`src/rtl/offnariscv_pkg.sv`:
```
// Shared ACE snoop definitions: channel field widths, CRRESP bit positions,
// ACSNOOP encodings and the snoop initiator state type.
package offnariscv_pkg;

  localparam int ACE_ACSNOOP_WIDTH = 4;
  localparam int ACE_ACPROT_WIDTH  = 3;
  localparam int ACE_CRRESP_WIDTH  = 5;

  localparam int CR_DATA_TRANSFER = 0;
  localparam int CR_ERROR         = 1;
  localparam int CR_PASS_DIRTY    = 2;
  localparam int CR_IS_SHARED     = 3;
  localparam int CR_WAS_UNIQUE    = 4;

  localparam logic [ACE_ACSNOOP_WIDTH-1:0] ACSNOOP_READ_ONCE              = 4'b0000;
  localparam logic [ACE_ACSNOOP_WIDTH-1:0] ACSNOOP_READ_SHARED            = 4'b0001;
  localparam logic [ACE_ACSNOOP_WIDTH-1:0] ACSNOOP_READ_CLEAN             = 4'b0010;
  localparam logic [ACE_ACSNOOP_WIDTH-1:0] ACSNOOP_READ_NOT_SHARED_DIRTY  = 4'b0011;
  localparam logic [ACE_ACSNOOP_WIDTH-1:0] ACSNOOP_READ_UNIQUE            = 4'b0111;
  localparam logic [ACE_ACSNOOP_WIDTH-1:0] ACSNOOP_CLEAN_SHARED           = 4'b1000;
  localparam logic [ACE_ACSNOOP_WIDTH-1:0] ACSNOOP_CLEAN_INVALID          = 4'b1001;
  localparam logic [ACE_ACSNOOP_WIDTH-1:0] ACSNOOP_MAKE_INVALID           = 4'b1101;

  typedef enum logic [1:0] {IDLE, AC, WAIT, RSP} ace_snoop_state_e;

endpackage

```
`src/rtl/ace_cd_collector.sv`:
```
// CD channel beat collector: counts beats into a line buffer and flags
// cdlast placement errors. Cleared when the consolidated result is taken.
module ace_cd_collector #(
  parameter int W          = 256,
  parameter int LINE_BEATS = 1
) (
  input  logic                    clk,
  input  logic                    rst_n,
  input  logic                    clr_i,
  input  logic                    en_i,
  input  logic                    cdvalid_i,
  input  logic                    cdlast_i,
  input  logic [W-1:0]            cddata_i,
  output logic                    cdready_o,
  output logic [W*LINE_BEATS-1:0] line_o,
  output logic                    full_o,
  output logic                    any_o,
  output logic                    err_o
);
  localparam int CW = (LINE_BEATS > 1) ? $clog2(LINE_BEATS) : 1;
  localparam logic [CW-1:0] LAST = CW'(LINE_BEATS - 1);

  logic [CW-1:0]                 cnt_q;
  logic                          full_q, err_q;
  logic [LINE_BEATS-1:0][W-1:0]  line_q;
  logic                          hs, at_last;

  assign cdready_o = en_i & ~full_q;
  assign hs        = cdready_o & cdvalid_i;
  assign at_last   = (cnt_q == LAST);

  always_ff @(posedge clk or negedge rst_n) begin
    if (!rst_n) begin
      cnt_q  <= '0;
      full_q <= 1'b0;
      err_q  <= 1'b0;
      line_q <= '0;
    end else if (clr_i) begin
      cnt_q  <= '0;
      full_q <= 1'b0;
      err_q  <= 1'b0;
      line_q <= '0;
    end else if (hs) begin
      line_q[cnt_q] <= cddata_i;
      cnt_q         <= at_last ? '0 : cnt_q + 1'b1;
      if (at_last) full_q <= 1'b1;
      // cdlast must appear exactly on the final slot of the line
      if (cdlast_i != at_last) err_q <= 1'b1;
    end
  end

  // full_o includes a beat completing the line this cycle so the parent can leave WAIT on it
  assign full_o = full_q | (hs & at_last);
  assign any_o  = full_q | (cnt_q != '0);
  assign err_o  = err_q;
  assign line_o = line_q;

endmodule

```
`src/rtl/ace_snoop_initiator.sv`:
```
// Drives one ACE snoop on AC, gathers CR/CD and returns one consolidated result.
// Optional watchdog on the response wait: define ACE_SNOOP_TIMEOUT_EN.
module ace_snoop_initiator
  import offnariscv_pkg::*;
#(
  parameter int ACE_XDATA_WIDTH  = 256,
  parameter int ACE_AXADDR_WIDTH = 32,
  parameter int LINE_BEATS       = 1,
  parameter int TIMEOUT_CYCLES   = 1024
) (
  input  logic                                  clk,
  input  logic                                  rst_n,
  input  logic                                  req_valid,
  output logic                                  req_ready,
  input  logic [ACE_AXADDR_WIDTH-1:0]           req_addr,
  input  logic [ACE_ACSNOOP_WIDTH-1:0]          req_snoop,
  input  logic [ACE_ACPROT_WIDTH-1:0]           req_prot,
  output logic                                  acvalid,
  input  logic                                  acready,
  output logic [ACE_AXADDR_WIDTH-1:0]           acaddr,
  output logic [ACE_ACSNOOP_WIDTH-1:0]          acsnoop,
  output logic [ACE_ACPROT_WIDTH-1:0]           acprot,
  input  logic                                  crvalid,
  output logic                                  crready,
  input  logic [ACE_CRRESP_WIDTH-1:0]           crresp,
  input  logic                                  cdvalid,
  output logic                                  cdready,
  input  logic [ACE_XDATA_WIDTH-1:0]            cddata,
  input  logic                                  cdlast,
  output logic                                  rsp_valid,
  input  logic                                  rsp_ready,
  output logic [ACE_CRRESP_WIDTH-1:0]           rsp_crresp,
  output logic [ACE_XDATA_WIDTH*LINE_BEATS-1:0] rsp_data,
  output logic                                  rsp_has_data,
  output logic                                  rsp_err
);
  ace_snoop_state_e                 state_q, state_d;
  logic                             rdy_q;
  logic [ACE_AXADDR_WIDTH-1:0]      addr_q;
  logic [ACE_ACSNOOP_WIDTH-1:0]     snoop_q;
  logic [ACE_ACPROT_WIDTH-1:0]      prot_q;
  logic [ACE_CRRESP_WIDTH-1:0]      crresp_q, cr_eff;
  logic                             cr_done_q;
  logic                             req_hs, cr_hs, rsp_hs, in_wait, done, to_hit, timed_out;
  logic                             cd_full, cd_any, cd_err;
  logic [ACE_XDATA_WIDTH*LINE_BEATS-1:0] cd_line;

  // rdy_q keeps req_ready low while reset is asserted even though IDLE is the reset state
  assign req_ready = rdy_q & (state_q == IDLE);
  assign acvalid   = (state_q == AC);
  assign acaddr    = addr_q;
  assign acsnoop   = snoop_q;
  assign acprot    = prot_q;
  assign in_wait   = (state_q == WAIT);
  assign crready   = in_wait & ~cr_done_q;
  assign rsp_valid = (state_q == RSP);

  assign req_hs = req_valid & req_ready;
  assign cr_hs  = crvalid & crready;
  assign rsp_hs = rsp_valid & rsp_ready;
  assign cr_eff = cr_hs ? crresp : crresp_q;
  assign done   = (cr_done_q | cr_hs) & (~cr_eff[CR_DATA_TRANSFER] | cd_full);

  ace_cd_collector #(.W(ACE_XDATA_WIDTH), .LINE_BEATS(LINE_BEATS)) u_cd (
    .clk       (clk),
    .rst_n     (rst_n),
    .clr_i     (rsp_hs),
    .en_i      (in_wait),
    .cdvalid_i (cdvalid),
    .cdlast_i  (cdlast),
    .cddata_i  (cddata),
    .cdready_o (cdready),
    .line_o    (cd_line),
    .full_o    (cd_full),
    .any_o     (cd_any),
    .err_o     (cd_err)
  );

`ifdef ACE_SNOOP_TIMEOUT_EN
  localparam int TW = $clog2(TIMEOUT_CYCLES) + 1;
  logic [TW-1:0] to_cnt_q;
  logic          to_q;

  assign to_hit    = in_wait & (to_cnt_q == TW'(TIMEOUT_CYCLES - 1));
  assign timed_out = to_q;

  always_ff @(posedge clk or negedge rst_n) begin
    if (!rst_n) begin
      to_cnt_q <= '0;
      to_q     <= 1'b0;
    end else begin
      if (acvalid & acready) to_cnt_q <= '0;
      else if (in_wait)      to_cnt_q <= to_cnt_q + 1'b1;
      if (to_hit & ~done)    to_q <= 1'b1;
      else if (rsp_hs)       to_q <= 1'b0;
    end
  end
`else
  localparam int unused_timeout = TIMEOUT_CYCLES;
  assign to_hit    = 1'b0;
  assign timed_out = 1'b0;
`endif

  always_comb begin
    state_d = state_q;
    unique case (state_q)
      IDLE: if (req_hs)       state_d = AC;
      AC:   if (acready)      state_d = WAIT;
      WAIT: if (done | to_hit) state_d = RSP;
      RSP:  if (rsp_ready)    state_d = IDLE;
      default:                state_d = IDLE;
    endcase
  end

  always_ff @(posedge clk or negedge rst_n) begin
    if (!rst_n) begin
      state_q   <= IDLE;
      rdy_q     <= 1'b0;
      addr_q    <= '0;
      snoop_q   <= '0;
      prot_q    <= '0;
      crresp_q  <= '0;
      cr_done_q <= 1'b0;
    end else begin
      state_q <= state_d;
      rdy_q   <= 1'b1;
      if (req_hs) begin
        addr_q  <= req_addr;
        snoop_q <= req_snoop;
        prot_q  <= req_prot;
      end
      if (rsp_hs) begin
        crresp_q  <= '0;
        cr_done_q <= 1'b0;
      end else if (cr_hs) begin
        crresp_q  <= crresp;
        cr_done_q <= 1'b1;
      end
    end
  end

  assign rsp_crresp   = crresp_q;
  assign rsp_has_data = rsp_valid & crresp_q[CR_DATA_TRANSFER] & cd_full & ~timed_out;
  assign rsp_data     = rsp_has_data ? cd_line : '0;
  // data with DataTransfer=0 is a protocol error even though it is discarded
  assign rsp_err      = rsp_valid & (cd_err | crresp_q[CR_ERROR] |
                                     (cd_any & ~crresp_q[CR_DATA_TRANSFER]) | timed_out);

endmodule
```
`config.mk`:
```
export PLATFORM = sky130hd
export DESIGN_NAME = ace_snoop_initiator
export DESIGN_NICKNAME = d
export VERILOG_FILES = /design/src/rtl/offnariscv_pkg.sv /design/src/rtl/ace_cd_collector.sv /design/src/rtl/ace_snoop_initiator.sv
export SDC_FILE = /design/constraint.sdc
export NUM_CORES = 1
export LEC_CHECK = 0
export CELL_PAD_IN_SITES_DETAIL_PLACEMENT = 0
export CELL_PAD_IN_SITES_GLOBAL_PLACEMENT = 1
export CORE_AREA = 2 2 241 243
export CTS_BUF_LIST = sky130_fd_sc_hd__clkbuf_4 sky130_fd_sc_hd__clkbuf_8
export DETAILED_ROUTE_END_ITERATION = 8
export DIE_AREA = 0 0 243 245
export DONT_BUFFER_PORTS = 1
export GPL_ROUTABILITY_DRIVEN = 0
export GPL_TIMING_DRIVEN = 1
export PLACE_DENSITY_LB_ADDON = 0.1
export SLEW_MARGIN = 20
export SYNTH_ARGS = -nofsm -noshare
export SYNTH_HDL_FRONTEND = slang
export SYNTH_HIERARCHICAL = 1
export SYNTH_SLANG_ARGS = --single-unit
```
`constraint.sdc`:
```
create_clock -name clk -period 1.7 [get_ports clk]
set_input_delay 0.085 -clock clk [delete_from_list [all_inputs] [get_ports clk]]
set_output_delay 0.085 -clock clk [all_outputs]
set_load 0.02 [all_outputs]
```
==> flow_summary.ini <==
[clock_tree]
root_buffer = clkbuf_8
numCtsBuffers = 61
h-tree-depth = 2
clk_latency_ns = 0.66
cts.sinks = 306
clkSlewWorstSetupHoldPaths_ns = 0.06
cts_tree = built
cts_buffer_depth = 3

[outcome]
violations = hold timing, setup timing
status = finished with violations

[setup_path]
end_kind = output pin
worstReg2RegStart = state_q[0]$_DFFE_PN0P_
regToRegSetupSlack_ns = -0.22
path_cells = inv_2, ha_4, a21o_1, and3_4, buf_12, buf_12, buf_16, and2_4
timing.rr.end = acaddr[5]$_DFFE_PN0P_
r2r_cells = 8
crit_slowest_cell = dfrtp_1
crit_arrival_ns = 2.31
cp_max_fo = 9
start_kind = register
cp_common_cell = buf_12
critPathMaxStageDelay_ns = 0.39
cp.required_ns = 1.62
path_class = reg2out

[worst_hold_path]
holdCritPathClass = in2async

[timing]
hold_viol_final = 306
holdWs_ns = -0.869
clock.fmax_mhz = 417
worst_slack_ns = -0.699
finalCritPeriodShare_pct = 141
drv_slew = 0
rsz0062_at_grt = yes
finalClockSkew_ns = 0.0268
fin_crit_ns = 2.40
report.final.setup_viol = 417
max-slew-margin-rel_pct = 52.8
tightest_slew_ns = 0.708

[yosys]
syn_area_um2 = 16800
synth.distinct_cells = 36
ys_seq_elements = 306
syn_nets = 1852
avgSynthCellArea_um2 = 10.9
yosysSeqAreaShare_pct = 45.7
syn_inst = 1540
synth-warning-count = 6

[floorplanning]
start_util_pct = 29.4
die_x_um = 243
design.core.area_um2 = 57000
die_area_um2 = 59500
io_pins = 615
rows = 88
die_h_um = 245

[power_and_ir_drop]
ir_drop_uv = 679
powerDensity_nw_per_um2 = 1390
p_leak_nw = 10.2

[cells_and_area]
layout_commonest_cell = nand2b_1
final_area_um2 = 23400
nNetsFinal = 2216
drive_above_1_share_pct = 26.6
layout_common_cells = nand2b_1 (516), dfrtp_1 (306), dlygate4sd3_1 (306), mux2i_1 (261), and2_4 (196)
fillers = 5629
syn_to_final_growth_pct = 39.8

[detailed_routing]
route.final.wire_length_um = 56500
wl_per_cell_um = 20.7
first_pass_iters = 6
drt_iter0_drc = 439
viasPerCell = 4.45
drc = 0
ant_nets = 0
vias = 12135

[global_routing]
grtUsageTotal_pct = 18.2
grt_pass1_wl_um = 83700
antenna_found_initial = 8
gr-total-overflow = 0
grt_max_degree = 307
first_global_vias = 13380

[run]
maxCapViolCount = 0

[place]
postPlaceCellArea_um2 = 18100
hpwlAfterDp_um = 38400
io_buffer_count = 0
place_ws_ns = -0.184
## timing repair
action | in CTS | in global routing
hold buffers | 305 | 1
endpoints found under the setup margin | 485 | 541
hold endpoints to repair | 611 | 330
resized for setup | 268 | 110
pin swaps | 45 | 33
buffers inserted | 8 | 5
gates cloned | 6 | 3
## flip-flops by register name, summed over array words and instances (netlist names)
name,flops
rdy_q,1
acprot,3
acsnoop,4
cr_done_q,1
state_q,2
rsp_crresp,5
acaddr,32
u_cd/line_o,256
u_cd/full_q,1
u_cd/err_o,1
## metrics by stage
step | setup TNS [ns] | utilization [%] | power (mW) | instances
final | -170.00 | 41.1 | 32.6 | 2727
after global routing | -221.50 | 41.1 | 34.8 | 2726
after CTS | -207.89 | 40.6 | 32.9 | 2711
after detailed placement | -18.45 | 31.7 | 23.0 | 2279
after global placement | -15.44 | 31.7 | 22.8 | 2279
after floorplan | -6.51 | - | 20.3 | 1540
## synthesized netlist by cell type (all sizes together)
cell type | count | area share [%]
dfrtp | 306 | 46
a21bo | 1 | 0.060
nor2b | 3 | 0.11
nand2b | 516 | 19
and2 | 259 | 9.7
mux2i | 261 | 16
o211ai | 1 | 0.045
clkbuf | 77 | 1.9
ha | 4 | 0.30
and3 | 2 | 0.075
a221oi | 1 | 0.052
and3b | 1 | 0.052
a21oi | 1 | 0.030
nor2 | 9 | 0.20
nand2 | 2 | 0.060
a21o | 1 | 0.045
a221o | 1 | 0.060
a31o | 1 | 0.052
conb | 1 | 0.022
nand4 | 1 | 0.037
a211oi | 1 | 0.045
nand3b | 1 | 0.045
o31a | 1 | 0.052
buf | 43 | 3.5
inv | 4 | 0.090
a31oi | 1 | 0.037
a22o | 1 | 0.052
mux2 | 39 | 2.8
## logic make-up (layout without fill, tap and decap cells)
kind of cell | count (synthesis) | in the layout | share of synthesized area (%)
other | 1 | 9 | 0.0224
DFF | 306 | 306 | 45.7
and+or+nand+nor | 794 | 794 | 29.5
buffers and inverters | 124 | 538 | 5.50
AOI/OAI and AO/OA | 11 | 11 | 0.530
muxes | 300 | 300 | 18.4
adders and majority gates | 4 | 4 | 0.299
## report_power, final
part | internal (mW) | switching (mW)
logic | 5.57 | 4.62
clock network | 4.94 | 3.54
registers | 10.8 | 3.11
total | 21.4 | 11.3
## critical path, delay by kind of cell, from the launching register on
kind / cells / cell delay (ns)
flops: 1 / 0.39
fa+ha+maj: 1 / 0.13
buf+inv: 4 / 0.54
compound gates: 1 / 0.12
simple gates: 2 / 0.44
## layout make-up
class	instances	area (um2)	area share, %
multi-input combinational	1110	8760	37.4
sequential	306	7660	32.7
timing repair buffer	421	4640	19.8
clock buffer	104	1300	5.55
tap	765	957	4.09
clock inverter	9	82.6	0.352
antenna	8	20.0	0.0854
inverter	4	15.0	0.0641
## routing by layer
layer | vias to the layer above | global-route usage [%] | share of wire, %
met5 | - | 0 | 0.012
met4 | 2 | 5.90 | 2.7
met3 | 99 | 5.35 | 7.0
met2 | 398 | 30.8 | 49
met1 | 5976 | 22.3 | 41
li1 | 5660 | - | -
## how the worst max path moves through the flow
stage | slack, ns | to | from | cells past startpoint
floorplan | -0.03 | rsp_data[116] | state_q[0]$_DFFE_PN0P_ | 8
global placement | -0.18 | rsp_data[56] | state_q[0]$_DFFE_PN0P_ | 7
detailed placement | -0.18 | rsp_data[56] | state_q[0]$_DFFE_PN0P_ | 7
CTS | -0.84 | rsp_data[76] | state_q[0]$_DFFE_PN0P_ | 7
global route | -0.82 | rsp_data[43] | state_q[0]$_DFFE_PN0P_ | 8
finish | -0.70 | rsp_data[157] | state_q[0]$_DFFE_PN0P_ | 8
No activity file was read; power rests on OpenSTA's default activity.
